===== src/rtl/req_grant_sched_pkg.sv =====
// req_grant_sched shared types and constants.
// FSM states, default hold window, counter width helper.
package req_grant_pkg;

  typedef enum logic [1:0] {
    IDLE,
    PEND,
    GRANT
  } state_e;

  localparam int DEF_MIN_HOLD = 3;
  localparam int DEF_MAX_HOLD = 5;

  // Hold counter width: enough for MAX_HOLD, never
  // narrower than 3 bits so the port stays stable.
  function automatic int hold_w(input int max_hold);
    int w;
    w = $clog2(max_hold + 1);
    return (w < 3) ? 3 : w;
  endfunction

endpackage


===== src/rtl/req_grant_sched_rr_pick.sv =====
// Round-robin priority picker.
// First set request at or after ptr_i, wrapping.
module rr_pick #(
  parameter int N_REQ = 4,
  parameter int ID_W  = $clog2(N_REQ)
) (
  input  logic [N_REQ-1:0] req_i,
  input  logic [ID_W-1:0]  ptr_i,
  output logic [ID_W-1:0]  winner_o,
  output logic             valid_o
);

  logic [ID_W:0] idx;

  // Scan offsets high to low so the nearest wins last.
  always_comb begin
    winner_o = '0;
    valid_o  = 1'b0;
    idx      = '0;
    for (int i = N_REQ - 1; i >= 0; i--) begin
      idx = {1'b0, ptr_i} + (ID_W+1)'(i);
      if (idx >= (ID_W+1)'(N_REQ))
        idx = idx - (ID_W+1)'(N_REQ);
      if (req_i[idx[ID_W-1:0]]) begin
        valid_o  = 1'b1;
        winner_o = idx[ID_W-1:0];
      end
    end
  end

endmodule


===== src/rtl/req_grant_sched.sv =====
// Round-robin req/grant scheduler.
// Two-edge grant latency, bounded hold window.
module req_grant_sched
  import req_grant_pkg::*;
#(
  parameter int N_REQ    = 4,
  parameter int MIN_HOLD = DEF_MIN_HOLD,
  parameter int MAX_HOLD = DEF_MAX_HOLD,
  parameter int ID_W     = $clog2(N_REQ),
  localparam int HW      = hold_w(MAX_HOLD)
) (
  input  logic             clk,
  input  logic             rst_n,
  input  logic [N_REQ-1:0] req,
  output logic [N_REQ-1:0] grant,
  output logic [ID_W-1:0]  grant_id,
  output logic             busy,
  output logic [HW-1:0]    hold_cnt
);

  if (MIN_HOLD < 1) begin : g_bad_min
    $fatal(1, "MIN_HOLD must be >= 1");
  end
  if (MAX_HOLD < MIN_HOLD) begin : g_bad_max
    $fatal(1, "MAX_HOLD must be >= MIN_HOLD");
  end

  state_e            state_q;
  logic [ID_W-1:0]   ptr_q;
  logic [ID_W-1:0]   winner_q;
  logic [N_REQ-1:0]  grant_q;
  logic [ID_W-1:0]   grant_id_q;
  logic              busy_q;
  logic [HW-1:0]     hold_q;

  logic [ID_W-1:0]   pick_id;
  logic              pick_vld;
  logic [ID_W-1:0]   ptr_d;
  logic              rel_d;
  logic [N_REQ-1:0]  onehot_d;

  rr_pick #(
    .N_REQ (N_REQ),
    .ID_W  (ID_W)
  ) u_pick (
    .req_i    (req),
    .ptr_i    (ptr_q),
    .winner_o (pick_id),
    .valid_o  (pick_vld)
  );

  // Next pointer, one-hot grant and release decision.
  always_comb begin
    ptr_d = (winner_q == ID_W'(N_REQ - 1))
          ? '0 : winner_q + 1'b1;
    onehot_d = {{(N_REQ-1){1'b0}}, 1'b1}
             << winner_q;
    rel_d = (hold_q == HW'(MAX_HOLD))
         || ((hold_q >= HW'(MIN_HOLD))
             && !req[winner_q]);
  end

  // Scheduler FSM with registered outputs.
  always_ff @(posedge clk) begin
    if (!rst_n) begin
      state_q    <= IDLE;
      ptr_q      <= '0;
      winner_q   <= '0;
      grant_q    <= '0;
      grant_id_q <= '0;
      busy_q     <= 1'b0;
      hold_q     <= '0;
    end else begin
      unique case (state_q)
        IDLE: begin
          if (pick_vld) begin
            winner_q <= pick_id;
            state_q  <= PEND;
          end
        end
        PEND: begin
          grant_q    <= onehot_d;
          grant_id_q <= winner_q;
          busy_q     <= 1'b1;
          hold_q     <= HW'(1);
          ptr_q      <= ptr_d;
          state_q    <= GRANT;
        end
        GRANT: begin
          if (rel_d) begin
            grant_q <= '0;
            busy_q  <= 1'b0;
            hold_q  <= '0;
            state_q <= IDLE;
          end else begin
            hold_q <= hold_q + 1'b1;
          end
        end
        default: state_q <= IDLE;
      endcase
    end
  end

  assign grant    = grant_q;
  assign grant_id = grant_id_q;
  assign busy     = busy_q;
  assign hold_cnt = hold_q;

endmodule


===== config.mk =====
export PLATFORM = sky130hd
export DESIGN_NAME = req_grant_sched
export DESIGN_NICKNAME = d
export VERILOG_FILES = /design/src/rtl/req_grant_sched_pkg.sv /design/src/rtl/req_grant_sched_rr_pick.sv /design/src/rtl/req_grant_sched.sv
export SDC_FILE = /design/constraint.sdc
export NUM_CORES = 1
export LEC_CHECK = 0
export CAP_MARGIN = 20
export CORE_MARGIN = 5
export CORE_UTILIZATION = 56
export DETAILED_ROUTE_END_ITERATION = 6
export MAX_ROUTING_LAYER = met4
export PLACE_DENSITY_LB_ADDON = 0.15
export SYNTH_ARGS = -nofsm -noshare
export SYNTH_HDL_FRONTEND = slang
export SYNTH_SLANG_ARGS = --single-unit

===== constraint.sdc =====
create_clock -name clk -period 3 [get_ports clk]
set_clock_uncertainty 0.1 [all_clocks]
set_input_delay 0.6 -clock clk [delete_from_list [all_inputs] [get_ports clk]]
set_output_delay 0.6 -clock clk [all_outputs]
set_load 0.01 [all_outputs]

**After elaboration in Yosys (flattened, before gate mapping)**

Cells that the tools add are included.

- Word-level logic and storage cells: 73
- Output and inout port bits: 10
- Bits in registers: 16
- Memory bits (writable): 0
- Latch bits: 0
- ROM bits: 0
- Bits of input ports: 6
- Memories kept: 0

- Divide/modulo/power cells: 0
- $lt $le $gt $ge: 10
- Bitwise operators: 0
- Reduce and logical (&&, ||, !) cells: 8
- Mux-type cells: 32
- Shift operators: 1
- Add/subtract/negate cells: 9
- Equal/unequal tests: 6
- $mul: 0

Operators by type and width:

| cell | count |
|---|---|
| 2-bit 2-to-1 mux | 11 |
| 2-bit by 3-bit less-than comparator with 1-bit output (second input constant) | 5 |
| 1-bit binary-select mux with 2-bit select | 5 |
| 1-bit 2-to-1 mux | 10 |
| 3-bit >= comparator (second input constant) | 3 |
| 4-bit one-hot mux with 2 select lines | 1 |
| 2-bit by 1-bit subtractor with 2-bit output (second input constant) | 4 |
| 2-bit by 2-bit adder with 3-bit output (second input constant) | 2 |
| 2-bit one-hot mux with 3 select lines | 1 |
| 3-bit one-hot mux with 2 select lines | 1 |
| 2-bit AND reduction | 3 |
| 2-bit equality test (second input constant) | 2 |
| 4-bit 2-to-1 mux | 1 |
| 2-bit inequality test (second input constant) | 2 |
| 1-bit by 2-bit << shifter with 4-bit output (first input constant) | 1 |
| 2-bit by 1-bit adder with 3-bit output (second input constant) | 1 |
| 3-bit by 1-bit adder with 3-bit output (second input constant) | 1 |
| 3-bit equality test (second input constant) | 1 |
| 2-bit by 3-bit >= comparator with 1-bit output (second input constant) | 1 |
| 3-bit by 2-bit >= comparator with 1-bit output (second input constant) | 1 |
| 3-bit 2-to-1 mux | 1 |
| 2-bit by 1-bit adder with 2-bit output (second input constant) | 1 |
| 2-bit by 1-bit equality test with 1-bit output (second input constant) | 1 |
| 2-bit logical NOT | 1 |
| other kinds (5) | 5 |

**Logic depth before layout (Yosys ltp)**

Gate-level depths: netlist (run 1).

- Depth in word-level cells: 11
- Depth in mapped cells: 7
- Gate-level depth less buffers: 6

**Modules after synthesis**

Synthesis (run 1) repeated with hierarchy kept, for this count alone.

- Cell total of the unflattened synthesis: 106
- Area total of the unflattened synthesis: 912.1 µm²

By module, submodules not included:

| module | seq. area each (µm²) | instances | area each (µm²) | cells an instance |
|---|---|---|---|---|
| req_grant_sched | 320.3 | 1 | 834.6 | 93 |
| rr_pick | 0.0 | 1 | 77.6 | 13 |

**Worst setup path before layout (run 1)**

OpenSTA, ideal clock, no wires.

- Path kind: register to register
- From: register hold_q[0] (netlist: hold_cnt[0])
- To: register state_q[1]
- Path slack: 1.271 ns
- Setup time: 0.134 ns
- Data required time: 2.766 ns
- Buffers on the path: 0
- Period minus slack after synthesis: 1.729 ns
- Stages on the path, launching flop included: 7
- Arrival time: 1.495 ns
- Path through: dfxtp_1 > ha_1 > ha_1 > a211oi_1 > and2_1 > a2111oi_1 > mux2i_1

- Word-level cells in the longest chain between the ends: 5
- Elaborated cells on any way between the ends: 6

Ends and longest elaborated chain:

| element | RTL line | source |
|---|---|---|
| start: declaration | req_grant_sched.sv:34 | `logic [HW-1:0] hold_q;` |
| start signal: assignment | req_grant_sched.sv:96 | `hold_q <= hold_q + 1'b1;` |
| 3-bit by 2-bit >= comparator with 1-bit output | req_grant_sched.sv:59 | `\|\| ((hold_q >= HW'(MIN_HOLD))` |
| 1-bit logical AND | req_grant_sched.sv:60 | `&& !req[winner_q]);` |
| 1-bit logical OR (*) | req_grant_sched.sv:59 |  |
| 2-bit inequality test (no source line) (*) | -- |  |
| 2-bit AND reduction (no source line) (*) | -- |  |
| end signal: assignment | req_grant_sched.sv:66 | `state_q <= IDLE;` |
| end signal: assignment | req_grant_sched.sv:78 | `state_q <= PEND;` |
| end signal: assignment | req_grant_sched.sv:87 | `state_q <= GRANT;` |
| end: declaration | req_grant_sched.sv:28 | `state_e state_q;` |

Mark *: on every way between the ends. The rest lies on a longest branch, timed or not.
A chain may end at the register's enable or synchronous reset.

**Final worst setup path (run 1)**

- From: input port req[2]
- To: register state_q[1]

- Word-level cells in the longest chain between the ends: 8
- Elaborated cells on any way between the ends: 20

Ends and longest elaborated chain:

| element | RTL line | source |
|---|---|---|
| start: declaration | req_grant_sched.sv:14 | `input logic [N_REQ-1:0] req,` |
| 1-bit binary-select mux with 2-bit select | req_grant_sched_rr_pick.sv:24 | `if (req_i[idx[ID_W-1:0]]) begin` |
| 1-bit 2-to-1 mux (implied by the code) | req_grant_sched_rr_pick.sv:24 |  |
| 1-bit 2-to-1 mux (4 in a row) | req_grant_sched_rr_pick.sv:24 |  |
| 2-bit inequality test (no source line) | -- |  |
| 2-bit AND reduction (no source line) (*) | -- |  |

Mark *: on every way between the ends. The rest lies on a longest branch, timed or not. The select of a mux whose other input is x is not followed.

==> tab_implementation.tex, run 1 <==
\begin{tabular}{lr}
\hline
Metric & Value \\
\hline
\multicolumn{2}{l}{\textbf{Logic synthesis}} \\
Cell accounting for the most synthesized area & sky130\_fd\_sc\_hd\_\_dfxtp\_1 \\
Post-synth EDFFs & 0 \\
Total number of yosys warnings & 0 \\
Avg Cell Area, Syn & 9.39 µm² \\
Primary FF master, synth & sky130\_fd\_sc\_hd\_\_dfxtp\_1 \\
Post-synthesis sequential element count & 16 \\
Cell types with the largest area share after synthesis & sky130\_fd\_sc\_hd\_\_dfxtp\_1 (32\%), sky130\_fd\_sc\_hd\_\_ha\_1 (12\%), sky130\_fd\_sc\_hd\_\_mux2i\_1 (10\%) \\
Share of the synthesized area in the top cell type & 31.9\% \\
Post-Syn Area & 0.00100 mm² \\
Number of different library cells in the post-synthesis netlist & 32 \\
Proportion of synthesized flip-flops having asynchronous set or reset & 0\% \\
Cell count after synthesis & 107 \\
Sequential area share after synthesis & 31.9\% \\
Net Count, Synth & 123 \\
\multicolumn{2}{l}{\textbf{Pwr}} \\
Combinational fraction of design power & 45.6\% \\
Switching Share & 37.6\% \\
Internal Dissipation & 0.000530 W \\
Clock share of power & 16.7\% \\
Static leakage & 0.477 nW \\
Power density relative to cell area & 711 mW/mm² \\
Switching pwr & 0.000320 W \\
Sequential fraction of design power & 37.7\% \\
Max VDD drop & 0.644 mV \\
\multicolumn{2}{l}{\textbf{Critical path}} \\
Startpoint of the worst-slack reg-to-reg timing path & hold\_cnt[0] \\
Family of cells with the greatest summed delay on the critical path & buffers and inverters \\
Required time of the critical path & 3.12 ns \\
Crit-path max FO & 5 \\
Crit path launch & req[2] \\
Largest stage delay, worst path & 0.50 ns \\
Critical Path Slowest Stage Cell & sky130\_fd\_sc\_hd\_\_clkdlybuf4s50\_1 \\
Worst Setup End Kind & flop \\
Setup slack on the worst flop-to-flop path & 1.10 ns \\
CP arrival & 2.17 ns \\
Chain of cells forming the critical path & clkdlybuf4s50\_1, mux2i\_2, nor4b\_2, a2111oi\_1, mux2i\_1 \\
RR Endpoint & state\_q[1] \\
Type of origin of the critical path & input port \\
Logic depth of the worst path, buffers included & 5 \\
Worst Path Class, Setup & in -> reg \\
R2R cell count & 6 \\
Critical path buffer and inverter count & 1 \\
\multicolumn{2}{l}{\textbf{STA}} \\
WHS & 0.396 ns \\
Final min period & 2.05 ns \\
Max Fclk & 487 MHz \\
Share of the clock period used by the worst path after layout & 68.4\% \\
Final sum of negative setup slack & 0 ns \\
\# setup viols final & 0 \\
Number of hold-slack violations in the final timing report & 0 \\
Unrepaired setup endpoints after global routing & false \\
Max-slew headroom & 62.2\% \\
Least-Margin Pin Slew & 0.565 ns \\
Number of pins exceeding their max-slew limit in the final report & 0 \\
\multicolumn{2}{l}{\textbf{Min path}} \\
Cell count of the worst hold path & 2 \\
Hold worst-path end & state\_q[1] \\
Worst Hold Launch & state\_q[1] \\
Type of the worst min-delay path & reg -> reg \\
\multicolumn{2}{l}{\textbf{Status}} \\
Result of the run & finished clean \\
\multicolumn{2}{l}{\textbf{Final layout}} \\
Most frequent standard cell in the layout excluding fill and tap cells & sky130\_fd\_sc\_hd\_\_dfxtp\_1 \\
Area taken by multi-input logic gates & 612 µm² \\
Combined flip-flop and latch cell area & 320 µm² \\
Highest-count cells in the layout ignoring fill and taps & sky130\_fd\_sc\_hd\_\_dfxtp\_1 (16), sky130\_fd\_sc\_hd\_\_clkdlybuf4s50\_1 (15), sky130\_fd\_sc\_hd\_\_inv\_1 (12) \\
Net count of the finished layout & 138 \\
Antenna Cells & 0 \\
Relative area change from synthesis to final layout & 18.9\% \\
Fill cells & 141 \\
Ratio of cells with drive above 1 in the final layout & 7.44\% \\
Post-Layout Cell Count & 146 \\
\multicolumn{2}{l}{\textbf{Routing}} \\
Post-detailed-route DRC marker count & 0 \\
Final wirelength & 2.00 mm \\
1st-pass router iterations & 2 \\
Detailed router's first-iteration violation count & 7 \\
Antenna-violating nets left & 0 \\
Vias per Instance & 5.45 \\
Average wire per cell in the routed design & 13.7 µm \\
Via Count & 796 \\
\multicolumn{2}{l}{\textbf{Clock network}} \\
Clock Sinks & 16 \\
CTS tree & done \\
CTS clk-pin slew, worst paths & 0.09 ns \\
Hold-fix buffers at CTS & 0 \\
Number of buffers added by the clock tree synthesis step & 3 \\
Library cell used as clock root buffer & sky130\_fd\_sc\_hd\_\_clkbuf\_4 \\
Post-cts gate resize count & 0 \\
Deepest clock path buffer count & 2 \\
Clk Latency, worst-skew pair & 0.28 ns \\
Number of post-CTS setup repair buffers & 0 \\
H-tree levels & 1 \\
\multicolumn{2}{l}{\textbf{Run}} \\
Number of maximum-capacitance violations & 0 \\
\multicolumn{2}{l}{\textbf{Floorplan}} \\
Core region area & 0.00171 mm² \\
Number of rows in the core area & 15 \\
Height of the chip & 52.4 µm \\
Boundary pin count & 16 \\
Effective utilization at floorplan & 58.8\% \\
Die footprint & 0.00274 mm² \\
Width of the die & 52.4 µm \\
\multicolumn{2}{l}{\textbf{Global routing}} \\
Pin count of the biggest net entering global routing & 20 \\
Total routing resource utilization after global routing & 17.4\% \\
Number of antenna violations at the first check in global routing & 0 \\
Vias in the first global route & 769 \\
Global route overflow & 0 \\
Wire length of the first global-routing pass & 3.41 mm \\
\multicolumn{2}{l}{\textbf{Place}} \\
Post-detail-place hpwl & 1.55 mm \\
Count of buffers from port buffering & 15 \\
Global placer's final weighted congestion & 0.762 \\
Dpl cells & 142 \\
\hline
\end{tabular}
-- stage by stage --
step	total power, W	instance area [µm²]	utilization, %	setup WS (ns)
final	0.000850	1190	70.0	0.949
after global routing	0.000921	1190	70.0	0.847
after CTS	0.000858	1190	70.0	0.969
after detailed placement	0.000713	1160	67.8	0.661
after global placement	0.000693	1160	67.8	0.686
after floorplan	0.000595	1000	-	1.27
-- layout make-up --
class / instances / area share (%)
clock buffer: 4 / 3.04
inverter: 12 / 3.77
multi-input combinational: 74 / 51.2
sequential: 16 / 26.8
tap: 25 / 2.62
timing repair buffer: 15 / 12.6
-- power groups by stage --
stage	combinational [W]	sequential (W)	clock, W
after floorplan	0.000278	0.000318	0
after global placement	0.000373	0.000319	0
after CTS	0.000390	0.000320	0.000148
final	0.000388	0.000320	0.000142
after global routing	0.000432	0.000331	0.000159
after detailed placement	0.000389	0.000324	0
-- registers in the layout, summed over array words and instances, names as in the netlist --
name	count
grant	4
hold_cnt	3
grant_id	2
ptr_q	2
state_q	2
winner_q	2
busy	1
-- Yosys cell counts (2+ instances only) --
library cell	number
sky130_fd_sc_hd__nor3b_1	4
sky130_fd_sc_hd__ha_1	10
sky130_fd_sc_hd__nor2_1	4
sky130_fd_sc_hd__nand2_1	7
sky130_fd_sc_hd__nor2b_1	7
sky130_fd_sc_hd__clkbuf_1	3
sky130_fd_sc_hd__o21ai_0	2
sky130_fd_sc_hd__dfxtp_1	16
sky130_fd_sc_hd__a31oi_1	2
sky130_fd_sc_hd__mux2i_1	10
sky130_fd_sc_hd__nand2b_1	3
sky130_fd_sc_hd__inv_1	12
sky130_fd_sc_hd__o221ai_1	2
sky130_fd_sc_hd__nor4b_2	2
sky130_fd_sc_hd__a211o_1	2
sky130_fd_sc_hd__o311ai_1	2
sky130_fd_sc_hd__a21boi_1	4
-- tightest hold or removal path: cells and delay by family (launching register included) --
family	cells	cell delay, ns
flops	1	0.34
mux	1	0.05
simple gates	1	0.06
-- logic make-up after synthesis --
group | Yosys count | share of synthesized area [%]
flops | 16 | 31.9
simple gates | 32 | 20.5
buf+inv | 17 | 7.22
compound gates | 21 | 16.6
mux | 11 | 11.3
fa+ha+maj | 10 | 12.5
-- metal layers --
metal / global-route usage [%] / routed length (µm)
met1: 19.1 / 894
met2: 30.2 / 996
met3: 4.56 / 81
met4: 6.38 / 24
met5: - / 0
-- worst max path at each step --
stage | slack (ns) | end
floorplan | 1.27 | state_q[1]
global placement | 0.69 | state_q[1]
detailed placement | 0.66 | state_q[1]
CTS | 0.97 | hold_cnt[0]
global route | 0.85 | state_q[1]
finish | 0.95 | state_q[1]
Power figures use the tool's default switching activity.
==> run 2, diff against run 1 <==
Settings changed: CORE_ASPECT_RATIO from default to 0.7, CORE_UTILIZATION 56 to 47.
Clock period 3 ns to 1.8 ns, I/O delays scaled along.
==> run 2 against run 1 <==
  * First-iteration DRC count rose to 5.7 times the previous value
  * Sequential share of layout area fell by 2.5 points
  * Die area is 16% higher
  * Clock power increased by 73%
  * Flip-flop and latch count is the same
  * Critical path depth fell by 4
  * Non-clock buffer count is 14 higher
  * Routed wire length increased by 13%
  * Core utilization fell by 5.7 points
  * Final area up 13%
  * Power is 82% higher
  * Worst setup slack worse by 0.88 ns
==> tab_implementation.tex, run 2 (same netlist as run 1, synthesis figures left out) <==
\begin{tabular}{lr}
\hline
Metric & Value \\
\hline
\multicolumn{2}{l}{\textbf{Critical path}} \\
Worst Setup End Kind & output port \\
Required time of the critical path & 1.34 ns \\
Largest stage delay, worst path & 0.56 ns \\
Crit-path max FO & 5 \\
Type of origin of the critical path & flop \\
Critical path buffer and inverter count & 1 \\
Worst Path Class, Setup & reg -> out \\
Family of cells with the greatest summed delay on the critical path & buffers and inverters \\
Critical Path Slowest Stage Cell & sky130\_fd\_sc\_hd\_\_clkdlybuf4s50\_1 \\
Chain of cells forming the critical path & clkdlybuf4s50\_1 \\
CP arrival & 1.27 ns \\
\multicolumn{2}{l}{\textbf{Place}} \\
Count of buffers from port buffering & 15 \\
Post-detail-place hpwl & 1.74 mm \\
Post-DP Area & 0.00125 mm² \\
Dpl cells & 154 \\
Global placer's final weighted congestion & 0.884 \\
\multicolumn{2}{l}{\textbf{Pwr}} \\
Max VDD drop & 0.689 mV \\
Switching Share & 37.5\% \\
Power density relative to cell area & 1150 mW/mm² \\
Static leakage & 0.582 nW \\
Combinational fraction of design power & 49.6\% \\
Internal Dissipation & 0.000968 W \\
Sequential fraction of design power & 34.6\% \\
Switching pwr & 0.000581 W \\
Clock share of power & 15.9\% \\
Power after layout & 0.00155 W \\
\multicolumn{2}{l}{\textbf{Floorplan}} \\
Die footprint & 0.00318 mm² \\
Effective utilization at floorplan & 47.8\% \\
Number of rows in the core area & 14 \\
Core region area & 0.00210 mm² \\
Width of the die & 65.3 µm \\
Height of the chip & 48.7 µm \\
Boundary pin count & 16 \\
\multicolumn{2}{l}{\textbf{Run}} \\
Number of maximum-capacitance violations & 0 \\
\multicolumn{2}{l}{\textbf{Clock network}} \\
Number of buffers added by the clock tree synthesis step & 3 \\
H-tree levels & 1 \\
Deepest clock path buffer count & 2 \\
Clk Latency, worst-skew pair & 0.29 ns \\
CTS clk-pin slew, worst paths & 0.10 ns \\
Library cell used as clock root buffer & sky130\_fd\_sc\_hd\_\_clkbuf\_4 \\
CTS tree & done \\
Hold-fix buffers at CTS & 0 \\
Clock Sinks & 16 \\
\multicolumn{2}{l}{\textbf{Final layout}} \\
Ratio of cells with drive above 1 in the final layout & 23.7\% \\
Fill cells & 182 \\
Highest-count cells in the layout ignoring fill and taps & sky130\_fd\_sc\_hd\_\_clkdlybuf4s50\_1 (14), sky130\_fd\_sc\_hd\_\_buf\_4 (14), sky130\_fd\_sc\_hd\_\_dfxtp\_1 (13) \\
Utilization after layout & 64.3\% \\
Relative area change from synthesis to final layout & 34.5\% \\
Post-Layout Cell Count & 159 \\
Net count of the finished layout & 152 \\
Post-route cell area & 0.00135 mm² \\
Antenna Cells & 0 \\
Number of flip-flops under the largest register name & 4 \\
\multicolumn{2}{l}{\textbf{STA}} \\
Number of pins exceeding their max-slew limit in the final report & 0 \\
Least-Margin Pin Slew & 0.384 ns \\
Max Fclk & 579 MHz \\
\# setup viols final & 0 \\
Final min period & 1.73 ns \\
Unrepaired setup endpoints after global routing & false \\
Max-slew headroom & 74.2\% \\
Final sum of negative setup slack & 0 ns \\
Share of the clock period used by the worst path after layout & 96.0\% \\
Number of hold-slack violations in the final timing report & 0 \\
\multicolumn{2}{l}{\textbf{Routing}} \\
Via Count & 855 \\
Detailed router's first-iteration violation count & 40 \\
Vias per Instance & 5.38 \\
Antenna-violating nets left & 0 \\
Post-detailed-route DRC marker count & 0 \\
1st-pass router iterations & 4 \\
Average wire per cell in the routed design & 14.2 µm \\
Final wirelength & 2.26 mm \\
\multicolumn{2}{l}{\textbf{Global routing}} \\
Wire length of the first global-routing pass & 3.83 mm \\
Pin count of the biggest net entering global routing & 10 \\
Total routing resource utilization after global routing & 16.1\% \\
Global route overflow & 0 \\
Vias in the first global route & 809 \\
Number of antenna violations at the first check in global routing & 0 \\
\multicolumn{2}{l}{\textbf{Min path}} \\
Type of the worst min-delay path & reg -> reg \\
\multicolumn{2}{l}{\textbf{Status}} \\
Result of the run & finished clean \\
\hline
\end{tabular}
[run 2: power groups by stage]
stage	Clock (W)	Combinational, W	Sequential, W
CTS	0.000259	0.000738	0.000525
global route	0.000275	0.000857	0.000549
finish	0.000246	0.000768	0.000535
floorplan	0	0.000463	0.000529
detailed placement	0	0.000724	0.000528
global placement	0	0.000708	0.000525
[run 2: cell type report]
cell class / count / area [µm²] / share of cell area [%]
multi-input cells: 74 / 653 / 48.3
flip-flops and latches: 16 / 329 / 24.4
repair buffers: 29 / 258 / 19.1
inverters: 12 / 45.0 / 3.33
clock buffers: 4 / 36.3 / 2.69
well taps: 24 / 30.0 / 2.22
[run 2: per-layer routing]
layer	vias to the layer above	wire length [µm]	track usage [%]
met5	-	0	-
met3	2	101	4.86
met2	17	1100	25.7
met1	404	1050	20.6
met4	0	5	2.07
li1	432	-	-
[run 2: path summary, 6_finish.rpt]
kind,slack (ns),to,cells after the start,startpoint
min reg2reg,0.39,state_q[1],2,state_q[1]
max reg2reg,0.09,state_q[0],4,winner_q[0]
max,0.07,hold_cnt[2],1,hold_cnt[2]
min,0.39,state_q[1],2,state_q[1]
[run 2: what timing repair did]
item	4_1_cts	5_1_grt
cloned	0	0
buffers inserted	0	1
endpoints found under the setup margin	3	9
pin swaps	0	1
resized for setup	3	11
hold endpoints to repair	0	0
[run 2: worst min-delay path, stage by stage, from the launching register on]
cell and delay, ns:
sky130_fd_sc_hd__dfxtp_1 0.34, sky130_fd_sc_hd__nand2_1 0.06, sky130_fd_sc_hd__mux2i_1 0.05
[run 2: metrics by stage]
| stage | worst slack [ns] | hold WS [ns] |
|---|---|---|
| detailed placement | -0.197 | 0.383 |
| finish | 0.0723 | 0.390 |
| CTS | 0.0114 | 0.399 |
| global placement | -0.143 | 0.369 |
| global route | 0.00405 | 0.439 |
| floorplan | 0.0714 | 0.351 |
==> run 3, diff against run 2 <==
Settings changed: CORE_UTILIZATION 47 to 52.
Clock period 1.8 ns to 1.84 ns, I/O delays scaled along.
==> run 3 against run 2 <==
  * Sequential power down 3%
  * Cell count shrank 1.9%
  * Critical path depth unchanged
  * Register-to-register slack improved by 0.04 ns
  * Clock power shrank 24%
==> tab_implementation.tex, run 3 (same netlist as run 1, synthesis figures left out) <==
\begin{tabular}{lr}
\hline
Metric & Value \\
\hline
\multicolumn{2}{l}{\textbf{Critical path}} \\
Critical Path Slowest Stage Cell & sky130\_fd\_sc\_hd\_\_clkdlybuf4s50\_1 \\
Worst Setup End Kind & output port \\
Worst Path Class, Setup & reg -> out \\
Required time of the critical path & 1.37 ns \\
Critical path buffer and inverter count & 1 \\
Largest stage delay, worst path & 0.57 ns \\
Crit-path max FO & 5 \\
Chain of cells forming the critical path & clkdlybuf4s50\_1 \\
CP arrival & 1.28 ns \\
Family of cells with the greatest summed delay on the critical path & buffers and inverters \\
Type of origin of the critical path & flop \\
\multicolumn{2}{l}{\textbf{Global routing}} \\
Global routing usage on met2 & 34.9\% \\
Wire length of the first global-routing pass & 4.15 mm \\
GR met3 Demand/Resource & 5.98\% \\
Global route overflow & 0 \\
Total routing resource utilization after global routing & 19.0\% \\
Met1 track demand over resource & 20.5\% \\
Pin count of the biggest net entering global routing & 14 \\
Layer carrying the most global-route usage & met2 \\
Number of antenna violations at the first check in global routing & 0 \\
Vias in the first global route & 946 \\
\multicolumn{2}{l}{\textbf{Routing}} \\
1st-pass router iterations & 4 \\
Antenna-violating nets left & 0 \\
Final wirelength & 2.40 mm \\
Via Count & 888 \\
Post-detailed-route DRC marker count & 0 \\
Vias per Instance & 5.69 \\
Detailed router's first-iteration violation count & 39 \\
Average wire per cell in the routed design & 15.4 µm \\
\multicolumn{2}{l}{\textbf{STA}} \\
Unrepaired setup endpoints after global routing & false \\
WHS & 0.388 ns \\
Share of the clock period used by the worst path after layout & 95.0\% \\
Number of hold-slack violations in the final timing report & 0 \\
Number of pins exceeding their max-slew limit in the final report & 0 \\
Max Fclk & 572 MHz \\
\# setup viols final & 0 \\
Max-slew headroom & 72.9\% \\
Least-Margin Pin Slew & 0.405 ns \\
Final min period & 1.75 ns \\
\multicolumn{2}{l}{\textbf{Final layout}} \\
Highest-count cells in the layout ignoring fill and taps & sky130\_fd\_sc\_hd\_\_clkdlybuf4s50\_1 (15), sky130\_fd\_sc\_hd\_\_buf\_4 (14), sky130\_fd\_sc\_hd\_\_dfxtp\_1 (13) \\
Ratio of cells with drive above 1 in the final layout & 21.6\% \\
Antenna Cells & 0 \\
Relative area change from synthesis to final layout & 32.0\% \\
Number of flip-flops under the largest register name & 4 \\
Most frequent standard cell in the layout excluding fill and tap cells & sky130\_fd\_sc\_hd\_\_clkdlybuf4s50\_1 \\
Fill cells & 149 \\
Utilization after layout & 71.5\% \\
Post-Layout Cell Count & 156 \\
Net count of the finished layout & 152 \\
\multicolumn{2}{l}{\textbf{Pwr}} \\
Max VDD drop & 0.822 mV \\
Switching Share & 39.0\% \\
Switching pwr & 0.000570 W \\
Power density relative to cell area & 1100 mW/mm² \\
Sequential fraction of design power & 35.3\% \\
Static leakage & 0.560 nW \\
Combinational fraction of design power & 52.0\% \\
Clock share of power & 12.7\% \\
Internal Dissipation & 0.000893 W \\
\multicolumn{2}{l}{\textbf{Place}} \\
Global placer's final weighted congestion & 0.816 \\
Dpl cells & 153 \\
Count of buffers from port buffering & 15 \\
Post-detail-place hpwl & 1.84 mm \\
\multicolumn{2}{l}{\textbf{Clock network}} \\
Hold-fix buffers at CTS & 0 \\
Number of post-CTS setup repair buffers & 0 \\
Clk Latency, worst-skew pair & 0.29 ns \\
Deepest clock path buffer count & 2 \\
Clock Sinks & 16 \\
Library cell used as clock root buffer & sky130\_fd\_sc\_hd\_\_clkbuf\_4 \\
Number of buffers added by the clock tree synthesis step & 3 \\
CTS clk-pin slew, worst paths & 0.09 ns \\
CTS tree & done \\
H-tree levels & 1 \\
\multicolumn{2}{l}{\textbf{Floorplan}} \\
Effective utilization at floorplan & 54.2\% \\
Core region area & 0.00185 mm² \\
Boundary pin count & 16 \\
Die footprint & 0.00293 mm² \\
Height of the chip & 46.8 µm \\
Width of the die & 62.5 µm \\
Number of rows in the core area & 13 \\
\multicolumn{2}{l}{\textbf{Run}} \\
Number of maximum-capacitance violations & 0 \\
\multicolumn{2}{l}{\textbf{Status}} \\
Result of the run & finished clean \\
\multicolumn{2}{l}{\textbf{Min path}} \\
Type of the worst min-delay path & reg -> reg \\
\hline
\end{tabular}
[run 3: changes by cell type in the layout (fill, tap and decap cells not counted)]
cell and change:
sky130_fd_sc_hd__nor3b_2 -2, sky130_fd_sc_hd__dfxtp_2 +2, sky130_fd_sc_hd__clkdlybuf4s50_1 +1, sky130_fd_sc_hd__clkbuf_8 -1
sky130_fd_sc_hd__nor4_2 -1, sky130_fd_sc_hd__dlymetal6s2s_1 -1, sky130_fd_sc_hd__nor4_4 +1, sky130_fd_sc_hd__dfxtp_4 -2
sky130_fd_sc_hd__nor3b_1 +2
[run 3: repair_timing]
action,4_1_cts,5_1_grt
hold endpoints to repair,0,0
endpoints found under the setup margin,0,8
resized for setup,0,10
[run 3: final cells by class]
cell class / count / area, µm² / share of cell area (%)
multi-input combinational: 74 / 652 / 49.2
sequential: 16 / 324 / 24.4
timing repair buffer: 29 / 255 / 19.2
inverter: 12 / 45.0 / 3.40
tap: 22 / 27.5 / 2.08
clock buffer: 3 / 22.5 / 1.70
[run 3: routing by layer]
metal,wire length (µm),vias up
met2,1230,30
met5,0,-
met4,36,0
li1,-,434
met3,140,8
met1,993,416
[run 3: power groups by stage]
stage	Combinational, W	Clock (W)	Sequential, W
2_1_floorplan	0.000453	0	0.000518
3_3_place_gp	0.000691	0	0.000507
3_5_place_dp	0.000718	0	0.000515
4_1_cts	0.000726	0.000188	0.000508
5_1_grt	0.000838	0.000214	0.000531
6_report	0.000761	0.000186	0.000517
[run 3: worst paths after layout]
path	cells past startpoint	slack, ns	end	from
max reg2reg	6	0.13	state_q[0]	state_q[0]
min reg2reg	2	0.39	state_q[1]	state_q[1]
min	2	0.39	state_q[1]	state_q[1]
max	1	0.09	hold_cnt[2]	hold_cnt[2]
[run 3: per-stage QoR]
| stage | total power (W) | setup WS (ns) | instance area, µm² | setup TNS (ns) |
|---|---|---|---|---|
| after floorplan | 0.000970 | 0.111 | 1000 | 0 |
| after global placement | 0.00120 | -0.133 | 1260 | -0.540 |
| after detailed placement | 0.00123 | -0.140 | 1260 | -1.13 |
| after CTS | 0.00142 | 0.00622 | 1280 | 0 |
| after global routing | 0.00158 | 0.0225 | 1330 | 0 |
| final | 0.00146 | 0.0928 | 1330 | 0 |
